[config.mk]
export PLATFORM = sky130hd
export DESIGN_NAME = activation_writer
export DESIGN_NICKNAME = d
export VERILOG_FILES = /design/src/rtl/activation_writer.sv
export SDC_FILE = /design/constraint.sdc
export NUM_CORES = 1
export LEC_CHECK = 0
export ABC_AREA = 1
export BUFFER_PORTS_ARGS = -buffer_cell sky130_fd_sc_hd__buf_2
export CAP_MARGIN = 25
export CORE_ASPECT_RATIO = 0.9
export CORE_MARGIN = 2
export CORE_UTILIZATION = 51
export DETAILED_ROUTE_END_ITERATION = 12
export PLACE_DENSITY = 0.79
export SLEW_MARGIN = 5
export SYNTH_ARGS = -nofsm -noshare
export SYNTH_HDL_FRONTEND = slang
export SYNTH_SLANG_ARGS = --single-unit
[constraint.sdc]
create_clock -name clk -period 1.8 [get_ports clk]
set_input_delay 0.09 -clock clk [delete_from_list [all_inputs] [get_ports clk]]
set_output_delay 0.09 -clock clk [all_outputs]
set_load 0.1 [all_outputs]
[src/rtl/activation_writer.sv]
// Activation-stage sink: writes masked rows to output BRAM at base + k*stride.
// Ports: clk/resetn, start+config in, in_data stream in, bram_* out, busy/done/overflow.
module activation_writer #(
  parameter int MAT_MUL_SIZE = 4,
  parameter int DWIDTH       = 8,
  parameter int AWIDTH       = 10,
  parameter int MASK_WIDTH   = MAT_MUL_SIZE
) (
  input  logic                           clk,
  input  logic                           resetn,
  input  logic                           start,
  input  logic [AWIDTH-1:0]              base_addr,
  input  logic [AWIDTH-1:0]              addr_stride,
  input  logic [AWIDTH-1:0]              num_rows,
  input  logic [MASK_WIDTH-1:0]          validity_mask,
  input  logic [MAT_MUL_SIZE*DWIDTH-1:0] in_data,
  input  logic                           in_data_available,
  output logic [AWIDTH-1:0]              bram_addr,
  output logic [MAT_MUL_SIZE*DWIDTH-1:0] bram_wdata,
  output logic [MAT_MUL_SIZE-1:0]        bram_we,
  output logic                           busy,
  output logic                           done,
  output logic                           overflow
);

  typedef enum logic [1:0] {IDLE, WRITE, DONE} state_t;

  state_t state, state_nxt;

  logic [AWIDTH-1:0]              cur_addr;
  logic [AWIDTH-1:0]              stride;
  logic [AWIDTH-1:0]              rows_left;
  logic [MASK_WIDTH-1:0]          mask;
  logic [MAT_MUL_SIZE*DWIDTH-1:0] masked;
  logic                           start_ok;
  logic                           accept;
  logic                           drop;

  // start is ignored while a run is in progress
  assign start_ok = start && (state != WRITE);
  assign accept   = in_data_available && (state == WRITE);
  assign drop     = in_data_available && (state != WRITE);

  assign busy = (state == WRITE);
  assign done = (state == DONE);

  always_ff @(posedge clk or negedge resetn) begin
    if (!resetn) state <= IDLE;
    else         state <= state_nxt;
  end

  always_comb begin
    state_nxt = state;
    unique case (state)
      IDLE, DONE: begin
        if (start) begin
          state_nxt = (num_rows == '0) ? DONE : WRITE;
        end
      end
      WRITE: begin
        if (accept && rows_left == AWIDTH'(1)) begin
          state_nxt = DONE;
        end
      end
      default: state_nxt = IDLE;
    endcase
  end

  always_comb begin
    masked = '0;
    for (int i = 0; i < MAT_MUL_SIZE; i++) begin
      if (mask[i]) begin
        masked[(i+1)*DWIDTH-1 -: DWIDTH] =
          in_data[(i+1)*DWIDTH-1 -: DWIDTH];
      end
    end
  end

  always_ff @(posedge clk or negedge resetn) begin
    if (!resetn) begin
      cur_addr   <= '0;
      stride     <= '0;
      rows_left  <= '0;
      mask       <= '0;
      bram_addr  <= '0;
      bram_wdata <= '0;
      bram_we    <= '0;
      overflow   <= 1'b0;
    end else begin
      bram_we <= '0;
      if (start_ok) begin
        cur_addr  <= base_addr;
        stride    <= addr_stride;
        rows_left <= num_rows;
        mask      <= validity_mask;
      end else if (accept) begin
        bram_addr  <= cur_addr;
        bram_wdata <= masked;
        bram_we    <= mask;
        cur_addr   <= cur_addr + stride;
        rows_left  <= rows_left - AWIDTH'(1);
      end
      // a dropped row beats the clear from a same-cycle start
      if (drop)          overflow <= 1'b1;
      else if (start_ok) overflow <= 1'b0;
    end
  end

endmodule

==> out/metrics.json, run 1 <==
{
  "synth_cell_type_count": {"value": 32},
  "avgSynthCellArea": {"value": 9.21, "unit": "um2"},
  "rows": {"value": 30},
  "slowest_delay": {"value": 430, "unit": "ps"},
  "rsz0062_at_grt": {"value": "false"},
  "min_period": {"value": 1670, "unit": "ps"},
  "finish_stage_setup_viols": {"value": 0},
  "cp_max_fo": {"value": 3},
  "first_pass_iters": {"value": 5},
  "yosysWarnings": {"value": 0},
  "routed_wirelength": {"value": 10.6, "unit": "mm"},
  "hold_path.class": {"value": "in2reg"},
  "worst_setup_path_startpoint": {"value": "cur_addr[0]$_DFFE_PN0P_"},
  "status": {"value": "finished clean"},
  "post_drt_wl_per_cell": {"value": 15.1, "unit": "um"},
  "synthesis.instances": {"value": 424},
  "min_period_over_period": {"value": 92.7, "unit": "%"},
  "maxSlewViolCount": {"value": 0},
  "timing.hold.worst.start": {"value": "base_addr[0]"},
  "timing.setup.tns": {"value": 0, "unit": "ps"},
  "placement.io_buffers": {"value": 118},
  "slew_headroom": {"value": 65.8, "unit": "%"},
  "nets": {"value": 683},
  "route.antenna.remaining_nets": {"value": 0},
  "synth_enable_flop_cells": {"value": 0},
  "gr_overflow_total": {"value": 0},
  "clockBufferDepth": {"value": 2},
  "grt_first_pass_wirelength": {"value": 17.2, "unit": "mm"},
  "hpwlAfterDp": {"value": 6.81, "unit": "mm"},
  "drt-vias-per-instance": {"value": 5.13},
  "worstSetupEndpointType": {"value": "register"},
  "worstPathArrival": {"value": 1920, "unit": "ps"},
  "synth_top_family_by_area": {"value": "simple AND/OR/NAND/NOR gates"},
  "clkSinkCount": {"value": 83},
  "drt_first_iter_violations": {"value": 185},
  "rr_worst_depth": {"value": 8},
  "die_width": {"value": 96.3, "unit": "um"},
  "cpMaxStageDelayCell": {"value": "fa_1"},
  "synthToLayoutAreaGrowth": {"value": 36.5, "unit": "%"},
  "clkTransAtPathRegs": {"value": 80, "unit": "ps"},
  "ctsResizeCount": {"value": 0},
  "yosys.area_share.simple": {"value": 19.9, "unit": "%"},
  "clock_tree_from_tritoncts": {"value": "built"},
  "grt_use_total": {"value": 27.1, "unit": "%"},
  "worst_pin_slew": {"value": 514, "unit": "ps"},
  "cts_root_buffer": {"value": "clkbuf_8"},
  "postSynth.asyncResetShare": {"value": 100, "unit": "%"},
  "core": {"value": 0.00747, "unit": "mm2"},
  "antennaDiodeCount": {"value": 0},
  "insertion_delay": {"value": 360, "unit": "ps"},
  "postSynthNetCount": {"value": 506},
  "max-cap-violations": {"value": 0},
  "worst_setup_skew_after_layout": {"value": 11.0, "unit": "ps"},
  "cp-endpoint": {"value": "cur_addr[8]$_DFFE_PN0P_"},
  "vias_in_the_first_global_route": {"value": 3558},
  "critical_path_class": {"value": "reg2reg"},
  "synth-xor-area-share": {"value": 1.35, "unit": "%"},
  "fillers": {"value": 571},
  "timing.final.hold_violations": {"value": 0},
  "synth_top_flop_cell": {"value": "dfrtp_1"},
  "number_of_buffers_created_by_cts": {"value": 9},
  "r2r_start": {"value": "cur_addr[0]$_DFFE_PN0P_"},
  "synthesized_area_fraction_occupied_by_ao_oa_aoi_and_oai_cells": {"value": 13.8, "unit": "%"},
  "num_io_pins": {"value": 119},
  "synth-seq-area-share": {"value": 53.2, "unit": "%"},
  "die_area": {"value": 0.00838, "unit": "mm2"},
  "drc_errors": {"value": 0},
  "post_synthesis_register_bit_count": {"value": 83},
  "max_freq": {"value": 599, "unit": "MHz"},
  "synth_area": {"value": 0.00391, "unit": "mm2"},
  "cp-start-kind": {"value": "register"},
  "hold-worst-slack": {"value": 10.1, "unit": "ps"},
  "cell_breakdown_of_the_critical_path": {"value": "ha_1 -> fa_1 -> nand3_1 -> nand2_1 -> nand2_1 -> nand3_1 -> nand3_1 -> nand2_1"},
  "layout-drive-gt1-share": {"value": 24.9, "unit": "%"},
  "place_congestion": {"value": 0.885},
  "via_count": {"value": 3602},
  "rrSetupSlack": {"value": 130, "unit": "ps"},
  "synth_fa_ha_area_share": {"value": 4.04, "unit": "%"},
  "largest_net_degree_at_the_start_of_global_routing": {"value": 46},
  "grt_antenna_before_repair": {"value": 0},
  "yosys-mux-area-fraction": {"value": 0, "unit": "%"},
  "starting_density_of_the_core": {"value": 52.3, "unit": "%"},
  "floorplan.die.height": {"value": 87.0, "unit": "um"},
  "clock_tree.htree_level_count": {"value": 3},
  "worstReg2RegEnd": {"value": "cur_addr[8]$_DFFE_PN0P_"},
  "worst_ep_required_time": {"value": 2050, "unit": "ps"}
}
[metrics by stage]
stage / setup WS (ps) / util (%) / cells / cell area (um2)
2_1_floorplan: 22.6 / - / 424 / 3910
3_3_place_gp: 194 / 60.9 / 629 / 4550
3_5_place_dp: 169 / 60.9 / 629 / 4550
4_1_cts: 130 / 71.4 / 702 / 5330
5_1_grt: 25.0 / 71.4 / 702 / 5330
6_report: 131 / 71.4 / 702 / 5330
[logic make-up (layout without fill, tap and decap cells)]
family                   count (synthesis)  after routing
XOR/XNOR                                 6              6
buffers and inverters                   63            245
AO/OA/AOI/OAI                           75             75
adder cells (fa/ha/maj)                 12             12
AND/OR/NAND/NOR                        185            185
flip-flops                              83             83
[layout by cell type (no fill, tap or decap), drive strengths merged, types with 6 or more instances in the layout]
cell type / count
o21ai: 19
a21oi: 7
nand3: 22
inv: 47
nor2: 20
dlygate4sd3: 57
buf: 123
o211ai: 6
dfrtp: 83
ha: 11
clkbuf: 10
nand2: 133
a22o: 32
[flip-flops by register name, indices dropped and copies added, names as in the netlist]
name / flops
bram_we: 4
cur_addr: 10
stride: 10
overflow: 1
mask: 4
bram_wdata: 32
bram_addr: 10
rows_left: 10
state: 2
[Yosys cell counts, drive strengths merged, types with 2 or more instances]
master | count | share of area [%]
a21oi | 7 | 0.90
a22o | 32 | 7.2
buf | 13 | 2.9
clkinv | 4 | 0.45
dfrtp | 83 | 53
ha | 11 | 3.5
inv | 45 | 4.3
nand2 | 133 | 13
nand3 | 22 | 2.8
nand3b | 2 | 0.38
nand4 | 4 | 0.64
nor2 | 20 | 2.1
nor3 | 2 | 0.26
o211ai | 6 | 1.2
o21ai | 19 | 2.4
o21bai | 2 | 0.38
o221ai | 4 | 0.90
o22ai | 3 | 0.48
or2 | 2 | 0.32
xnor2 | 2 | 0.45
xor2 | 4 | 0.90
[routing by layer]
layer	GRT usage, %	vias up	wire, um
met1	36.5	1678	4540
met5	0	-	0
met2	42.4	144	5120
li1	-	1750	-
met3	6.23	30	573
met4	11.6	0	364
[how the worst min path moves through the flow]
stage	end	depth (start not counted)	slack, ps
6_report	cur_addr[0]$_DFFE_PN0P_	3	10
5_1_grt	cur_addr[0]$_DFFE_PN0P_	3	30
4_1_cts	cur_addr[0]$_DFFE_PN0P_	3	6
3_5_place_dp	bram_addr[5]$_DFFE_PN0P_	1	100
3_3_place_gp	bram_addr[5]$_DFFE_PN0P_	1	90
2_1_floorplan	bram_addr[0]$_DFFE_PN0P_	0	-210
[layout make-up]
| cell class | instances | area [um2] | area share (%) |
|---|---|---|---|
| timing repair buffer | 180 | 1210 | 22.8 |
| clock buffer | 10 | 138 | 2.58 |
| inverter | 49 | 186 | 3.50 |
| multi-input combinational | 278 | 1530 | 28.6 |
| clock inverter | 6 | 71.3 | 1.34 |
| sequential | 83 | 2080 | 39.0 |
| tap | 96 | 120 | 2.25 |
[critical path: cells and delay by family (launching register included)]
kind | cells | cell delay [ps]
adder cells (fa/ha/maj) | 2 | 680
flip-flops | 1 | 390
AND/OR/NAND/NOR | 6 | 510
[repair_timing]
item                                   CTS  global route
hold buffers                            57             0
endpoints found under the hold margin   94             0
setup buffers                            0             0
Power of run 1 is left out: the tool's default activity adds up to more than one toggle a clock period on the data nets, which glitch-free logic cannot reach.
==> inputs of run 2 (changes only) <==
--- a/config.mk
+++ b/config.mk
@@ -8,7 +8,6 @@
 export ABC_AREA = 1
 export BUFFER_PORTS_ARGS = -buffer_cell sky130_fd_sc_hd__buf_2
 export CAP_MARGIN = 25
-export CORE_ASPECT_RATIO = 0.9
 export CORE_MARGIN = 2
 export CORE_UTILIZATION = 51
 export DETAILED_ROUTE_END_ITERATION = 12
==> run 2 against run 1 <==
Against the previous run:
- via count up 0.31%
- clock-buffer cell count unchanged
- sequential cell count unchanged
- clock skew down 1.6 ps
- utilization up 1.2 points
- die area about the same
- first-iteration DRC count down 0.54%
- worst hold slack better by 20 ps
- non-clock buffer count up 2
==> out/metrics.json, run 2 (synthesized netlist as in run 1, its figures left out) <==
{
  "status": {"value": "finished clean"},
  "top_register": {"value": "bram_wdata"},
  "number_of_buffers_created_by_cts": {"value": 9, "change": "unchanged"},
  "cp_max_fo": {"value": 3, "change": "unchanged"},
  "vias_in_the_first_global_route": {"value": 3816, "change": "+7.3%"},
  "drc_errors": {"value": 0, "change": "unchanged"},
  "min_period_over_period": {"value": 91.9, "unit": "%", "change": "-0.77 points"},
  "drt_first_iter_violations": {"value": 184, "change": "-0.54%"},
  "max_freq": {"value": 604, "unit": "MHz", "change": "+0.84%"},
  "rr_worst_depth": {"value": 6, "change": "-2"},
  "worst_setup_skew_after_layout": {"value": 9.42, "unit": "ps", "change": "-1.58 ps"},
  "critPathBufInv": {"value": 0, "change": "unchanged"},
  "hpwlAfterDp": {"value": 6.88, "unit": "mm", "change": "+1.1%"},
  "hold-path-cell-count": {"value": 3, "change": "unchanged"},
  "ctsResizeCount": {"value": 0, "change": "unchanged"},
  "clockBufferDepth": {"value": 2, "change": "unchanged"},
  "worst_ep_required_time": {"value": 2030, "unit": "ps", "change": "-20 ps"},
  "clock_tree.htree_level_count": {"value": 3, "change": "unchanged"},
  "starting_density_of_the_core": {"value": 53.3, "unit": "%", "change": "+0.99 points"},
  "largest_net_degree_at_the_start_of_global_routing": {"value": 40, "change": "-13%"},
  "cts_hold_buffers": {"value": 57, "change": "unchanged"},
  "num_io_pins": {"value": 119, "change": "unchanged"},
  "hold_path.class": {"value": "in2reg"},
  "cts.repair_timing.setup_buffer_count": {"value": 0, "change": "unchanged"},
  "layout_commonest_cell": {"value": "nand2_1"},
  "largest_register_ffs": {"value": 32, "change": "unchanged"},
  "gr_overflow_total": {"value": 0, "change": "unchanged"},
  "maxSlewViolCount": {"value": 0, "change": "unchanged"},
  "min_period": {"value": 1650, "unit": "ps", "change": "-13.9 ps"},
  "timing.setup.tns": {"value": 0, "unit": "ps", "change": "unchanged"},
  "die_width": {"value": 91.5, "unit": "um", "change": "-4.9%"},
  "cell_breakdown_of_the_critical_path": {"value": "ha_1 -> fa_1 -> nand3_1 -> nand2_1 -> o21ai_0 -> o211ai_1"},
  "rows": {"value": 31, "change": "+3.3%"},
  "layout-drive-gt1-share": {"value": 25.0, "unit": "%", "change": "+0.083 points"},
  "clkSinkCount": {"value": 83, "change": "unchanged"},
  "max-cap-violations": {"value": 0, "change": "unchanged"},
  "slowest_delay": {"value": 420, "unit": "ps", "change": "about the same"},
  "critPathTopFamily": {"value": "adder cells"},
  "placement.io_buffers": {"value": 118, "change": "unchanged"},
  "rsz0062_at_grt": {"value": "false"},
  "first_pass_iters": {"value": 4, "change": "-1"},
  "worst_pin_slew": {"value": 523, "unit": "ps", "change": "+9.47 ps"},
  "critical_path_class": {"value": "reg2reg"},
  "drt-vias-per-instance": {"value": 5.10, "change": "-0.54%"},
  "clock_tree_from_tritoncts": {"value": "built"},
  "grt_use_total": {"value": 27.4, "unit": "%", "change": "+0.25 points"},
  "grt_first_pass_wirelength": {"value": 18.1, "unit": "mm", "change": "+5.6%"},
  "clkTransAtPathRegs": {"value": 90, "unit": "ps", "change": "about the same"},
  "cp-start-kind": {"value": "register"},
  "place_congestion": {"value": 0.898, "change": "+1.4%"},
  "core": {"value": 0.00733, "unit": "mm2", "change": "-1.9%"},
  "nets": {"value": 685, "change": "+0.29%"},
  "post_drt_wl_per_cell": {"value": 14.8, "unit": "um", "change": "-2.1%"},
  "floorplan.die.height": {"value": 91.5, "unit": "um", "change": "+5.2%"},
  "mostFrequentLayoutCells": {"value": "130 x nand2_1, 117 x buf_2, 83 x dfrtp_1, 57 x dlygate4sd3_1, 41 x inv_1"},
  "timing.final.hold_violations": {"value": 0, "change": "unchanged"},
  "synthToLayoutAreaGrowth": {"value": 36.2, "unit": "%"},
  "cts_root_buffer": {"value": "clkbuf_8"},
  "via_count": {"value": 3613, "change": "+0.31%"},
  "grt_antenna_before_repair": {"value": 0, "change": "unchanged"},
  "insertion_delay": {"value": 350, "unit": "ps", "change": "about the same"},
  "die_area": {"value": 0.00838, "unit": "mm2", "change": "about the same"},
  "cpMaxStageDelayCell": {"value": "fa_1"},
  "worstSetupEndpointType": {"value": "register"},
  "worstPathArrival": {"value": 1880, "unit": "ps", "change": "-40 ps"},
  "cp.depth": {"value": 6, "change": "-2"},
  "layout.core_utilization": {"value": 72.6, "unit": "%", "change": "+1.2 points"},
  "finish_stage_setup_viols": {"value": 0, "change": "unchanged"},
  "route.antenna.remaining_nets": {"value": 0, "change": "unchanged"},
  "hold-worst-slack": {"value": 30.1, "unit": "ps", "change": "+20.1 ps"},
  "slew_headroom": {"value": 65.4, "unit": "%", "change": "-0.39 points"},
  "routed_wirelength": {"value": 10.5, "unit": "mm", "change": "-1.2%"}
}
run 2: changes by cell type in the layout (fill, tap and decap cells not counted):
cell / previous run / this run
diode_2: 0 / 1
clkbuf_8: 10 / 9
clkbuf_1: 0 / 1
bufinv_16: 1 / 0
buf_4: 5 / 7
clkinvlp_4: 2 / 3
run 2: tightest hold or removal path, delay by kind of cell:
kind            cells  cell delay (ps)
simple gates        1               50
compound gates      1               80
buf+inv             1              100
run 2: layout make-up:
type,count,area (um2)
flip-flops and latches,83,2080
clock buffers,10,128
well taps,99,124
multi-input cells,278,1530
fillers,546,2010
diodes,1,2.50
inverters,49,186
clock inverters,6,48.8
repair buffers,182,1230
run 2: routing by layer:
| layer | wire length (um) | global-route usage [%] | vias to the layer above |
|---|---|---|---|
| li1 | - | - | 1752 |
| met5 | 0 | 0 | - |
| met2 | 5310 | 46.2 | 102 |
| met4 | 425 | 13.1 | 0 |
| met1 | 4340 | 33.6 | 1725 |
| met3 | 394 | 5.39 | 34 |
run 2: worst paths after layout:
check / slack, ps / end / start
worst min register to register: 490 / bram_addr[0]$_DFFE_PN0P_ / bram_addr[0]$_DFFE_PN0P_
min in group asynchronous: 250 / rows_left[4]$_DFFE_PN0P_ / resetn
max in group asynchronous: 960 / rows_left[9]$_DFFE_PN0P_ / resetn
worst max register to register: 150 / cur_addr[4]$_DFFE_PN0P_ / cur_addr[0]$_DFFE_PN0P_
worst min-delay path: 30 / rows_left[4]$_DFFE_PN0P_ / num_rows[4]
worst max-delay path: 150 / cur_addr[4]$_DFFE_PN0P_ / cur_addr[0]$_DFFE_PN0P_
run 2: through the flow:
stage,instance area (um2),std cells,worst slack (ps)
floorplan,3910,424,22.6
global placement,4570,634,204
detailed placement,4570,634,160
CTS,5320,707,132
global route,5320,707,32.3
finish,5320,708,145
Power of run 2 is left out for the same reason.
==> inputs of run 3 (changes only) <==
--- a/config.mk
+++ b/config.mk
@@ -8,10 +8,11 @@
 export ABC_AREA = 1
 export BUFFER_PORTS_ARGS = -buffer_cell sky130_fd_sc_hd__buf_2
 export CAP_MARGIN = 25
+export CORE_ASPECT_RATIO = 1.75
 export CORE_MARGIN = 2
-export CORE_UTILIZATION = 51
+export CORE_UTILIZATION = 40
 export DETAILED_ROUTE_END_ITERATION = 12
-export PLACE_DENSITY = 0.79
+export GPL_TIMING_DRIVEN = 0
 export SLEW_MARGIN = 5
 export SYNTH_ARGS = -nofsm -noshare
 export SYNTH_HDL_FRONTEND = slang
==> run 3 against run 2 <==
Against the previous run:
- register-to-register slack is essentially flat
- utilization shrank 14 points
- worst hold slack got worse by 20 ps
- clock-buffer cell count rose by 1
- via count shrank 0.91%
- final cell count up 3.8%
- fmax decreased by 0.54%
- non-clock buffer count up 6
- setup slack lost 9.0 ps
- critical endpoint is now cur_addr[8]$_DFFE_PN0P_
- largest cell class unchanged
- highest routed layer unchanged
==> out/metrics.json, run 3 (synthesized netlist as in run 1, its figures left out) <==
{
  "status": {"value": "finished clean"},
  "maxSlewViolCount": {"value": 0, "change": "unchanged"},
  "routed_wirelength": {"value": 10.8, "unit": "mm", "change": "+2.8%"},
  "number_of_buffers_created_by_cts": {"value": 9, "change": "unchanged"},
  "finish_stage_setup_viols": {"value": 0, "change": "unchanged"},
  "rsz0062_at_grt": {"value": "false"},
  "die_area": {"value": 0.0106, "unit": "mm2", "change": "+27%"},
  "r2r_start": {"value": "stride[0]$_DFFE_PN0P_"},
  "slew_headroom": {"value": 62.4, "unit": "%", "change": "-3.0 points"},
  "antennaDiodeCount": {"value": 0, "change": "-1"},
  "gr_overflow_total": {"value": 0, "change": "unchanged"},
  "cp_max_fo": {"value": 3, "change": "unchanged"},
  "fillers": {"value": 840, "change": "+54%"},
  "worst_ep_required_time": {"value": 2030, "unit": "ps", "change": "about the same"},
  "cpMaxStageDelayCell": {"value": "dfrtp_1"},
  "drt-vias-per-instance": {"value": 4.87, "change": "-4.6%"},
  "placed_area": {"value": 0.00468, "unit": "mm2", "change": "+2.4%"},
  "rrSetupSlack": {"value": 140, "unit": "ps", "change": "about the same"},
  "layout_commonest_cell": {"value": "nand2_1"},
  "top_register": {"value": "bram_wdata"},
  "clkTransAtPathRegs": {"value": 60, "unit": "ps", "change": "-30 ps"},
  "drt_first_iter_violations": {"value": 138, "change": "-25%"},
  "largest_net_degree_at_the_start_of_global_routing": {"value": 59, "change": "+48%"},
  "core": {"value": 0.00947, "unit": "mm2", "change": "+29%"},
  "mostFrequentLayoutCells": {"value": "130 x nand2_1, 121 x buf_2, 83 x dfrtp_1, 55 x dlygate4sd3_1, 41 x inv_1"},
  "timing.final.hold_violations": {"value": 0, "change": "unchanged"},
  "worstSetupEndpointType": {"value": "register"},
  "die_width": {"value": 78.7, "unit": "um", "change": "-14%"},
  "drc_errors": {"value": 0, "change": "unchanged"},
  "worstPathArrival": {"value": 1890, "unit": "ps", "change": "about the same"},
  "grt_use_total": {"value": 21.7, "unit": "%", "change": "-5.7 points"},
  "clock_tree.htree_level_count": {"value": 3, "change": "unchanged"},
  "cts_root_buffer": {"value": "clkbuf_16"},
  "worst_setup_skew_after_layout": {"value": 8.97, "unit": "ps", "change": "-0.451 ps"},
  "hold-worst-slack": {"value": 10.6, "unit": "ps", "change": "-19.5 ps"},
  "min_period_over_period": {"value": 92.4, "unit": "%", "change": "+0.50 points"},
  "synthToLayoutAreaGrowth": {"value": 42.1, "unit": "%"},
  "worstReg2RegEnd": {"value": "cur_addr[8]$_DFFE_PN0P_"},
  "rr_worst_depth": {"value": 8, "change": "+2"},
  "cell_breakdown_of_the_critical_path": {"value": "ha_1 -> fa_2 -> nand3_1 -> nand2_1 -> nand2_1 -> nand3_1 -> nand3_1 -> nand2_1"},
  "first_pass_iters": {"value": 4, "change": "unchanged"},
  "rows": {"value": 47, "change": "+52%"},
  "starting_density_of_the_core": {"value": 41.3, "unit": "%", "change": "-12 points"},
  "worst_setup_path_startpoint": {"value": "stride[0]$_DFFE_PN0P_"},
  "grt_antenna_before_repair": {"value": 0, "change": "unchanged"},
  "place_congestion": {"value": 0.893, "change": "-0.53%"},
  "placement.io_buffers": {"value": 118, "change": "unchanged"},
  "max-cap-violations": {"value": 0, "change": "unchanged"},
  "route.antenna.remaining_nets": {"value": 0, "change": "unchanged"},
  "fin_area": {"value": 0.00555, "unit": "mm2", "change": "+4.3%"},
  "grt_first_pass_wirelength": {"value": 17.6, "unit": "mm", "change": "-3.0%"},
  "floorplan.die.height": {"value": 135, "unit": "um", "change": "+47%"},
  "layout-drive-gt1-share": {"value": 25.9, "unit": "%", "change": "+0.94 points"},
  "critical_path_class": {"value": "reg2reg"},
  "clkSinkCount": {"value": 83, "change": "unchanged"},
  "nets": {"value": 691, "change": "+0.88%"},
  "num_io_pins": {"value": 119, "change": "unchanged"},
  "max_freq": {"value": 601, "unit": "MHz", "change": "-0.54%"},
  "hold_path.class": {"value": "in2reg"},
  "insertion_delay": {"value": 340, "unit": "ps", "change": "about the same"},
  "cp-start-kind": {"value": "register"},
  "min_period": {"value": 1660, "unit": "ps", "change": "+9.04 ps"},
  "vias_in_the_first_global_route": {"value": 3666, "change": "-3.9%"},
  "worst_pin_slew": {"value": 564, "unit": "ps", "change": "+41.0 ps"},
  "post_drt_wl_per_cell": {"value": 14.6, "unit": "um", "change": "-0.98%"},
  "clockBufferDepth": {"value": 2, "change": "unchanged"},
  "largest_register_ffs": {"value": 32, "change": "unchanged"},
  "hpwlAfterDp": {"value": 7.47, "unit": "mm", "change": "+8.6%"},
  "clock_tree_from_tritoncts": {"value": "built"},
  "via_count": {"value": 3580, "change": "-0.91%"},
  "cts.repair_timing.setup_buffer_count": {"value": 0, "change": "unchanged"},
  "cp-endpoint": {"value": "cur_addr[8]$_DFFE_PN0P_"},
  "slowest_delay": {"value": 400, "unit": "ps", "change": "-20 ps"}
}
==> run 3: cell type report <==
type                       instances  area (um2)  share of cell area [%]
sequential                        83        2080                    37.4
multi-input combinational        278        1530                    27.5
timing repair buffer             174        1170                    21.1
clock buffer                      11         243                    4.37
inverter                          49         186                    3.36
tap                              122         153                    2.75
buffer                            14         118                    2.12
clock inverter                     4        75.1                    1.35
==> run 3: layer usage <==
layer	global-route usage, %	wire [um]	up-vias
met3	3.88	382	20
met1	25.4	4420	1696
met4	11.2	295	0
li1	-	-	1768
met5	0	0	-
met2	37.5	5660	96
==> run 3: what timing repair did <==
item                       CTS  global route
hold endpoints to repair    79             0
gates resized for setup      0             1
setup endpoints to repair    0             1
hold buffers                55             0
==> run 3: worst min-delay path by stage <==
stage | from | end | slack, ps | depth (start not counted)
CTS | num_rows[0] | rows_left[0]$_DFFE_PN0P_ | 4 | 3
detailed placement | resetn | bram_wdata[30]$_DFFE_PN0P_ | 30 | 1
global route | num_rows[0] | rows_left[0]$_DFFE_PN0P_ | 10 | 3
floorplan | resetn | bram_addr[0]$_DFFE_PN0P_ | -210 | 0
finish | num_rows[5] | rows_left[5]$_DFFE_PN0P_ | 10 | 3
global placement | addr_stride[6] | stride[6]$_DFFE_PN0P_ | 290 | 3
==> run 3: critical path: cells and delay by family (launching register included) <==
| kind | cells | cell delay [ps] |
|---|---|---|
| adder cells (fa/ha/maj) | 2 | 620 |
| AND/OR/NAND/NOR | 6 | 530 |
| flip-flops | 1 | 400 |
==> run 3: through the flow <==
step	setup WS, ps	cells	util (%)	setup TNS (ps)
detailed placement	78.2	665	49.4	0
floorplan	22.6	424	-	0
finish	136	735	58.6	0
global placement	-72.2	664	49.1	-5380
global route	25.1	735	58.6	0
CTS	62.4	735	58.6	0
Power of run 3 is left out for the same reason.
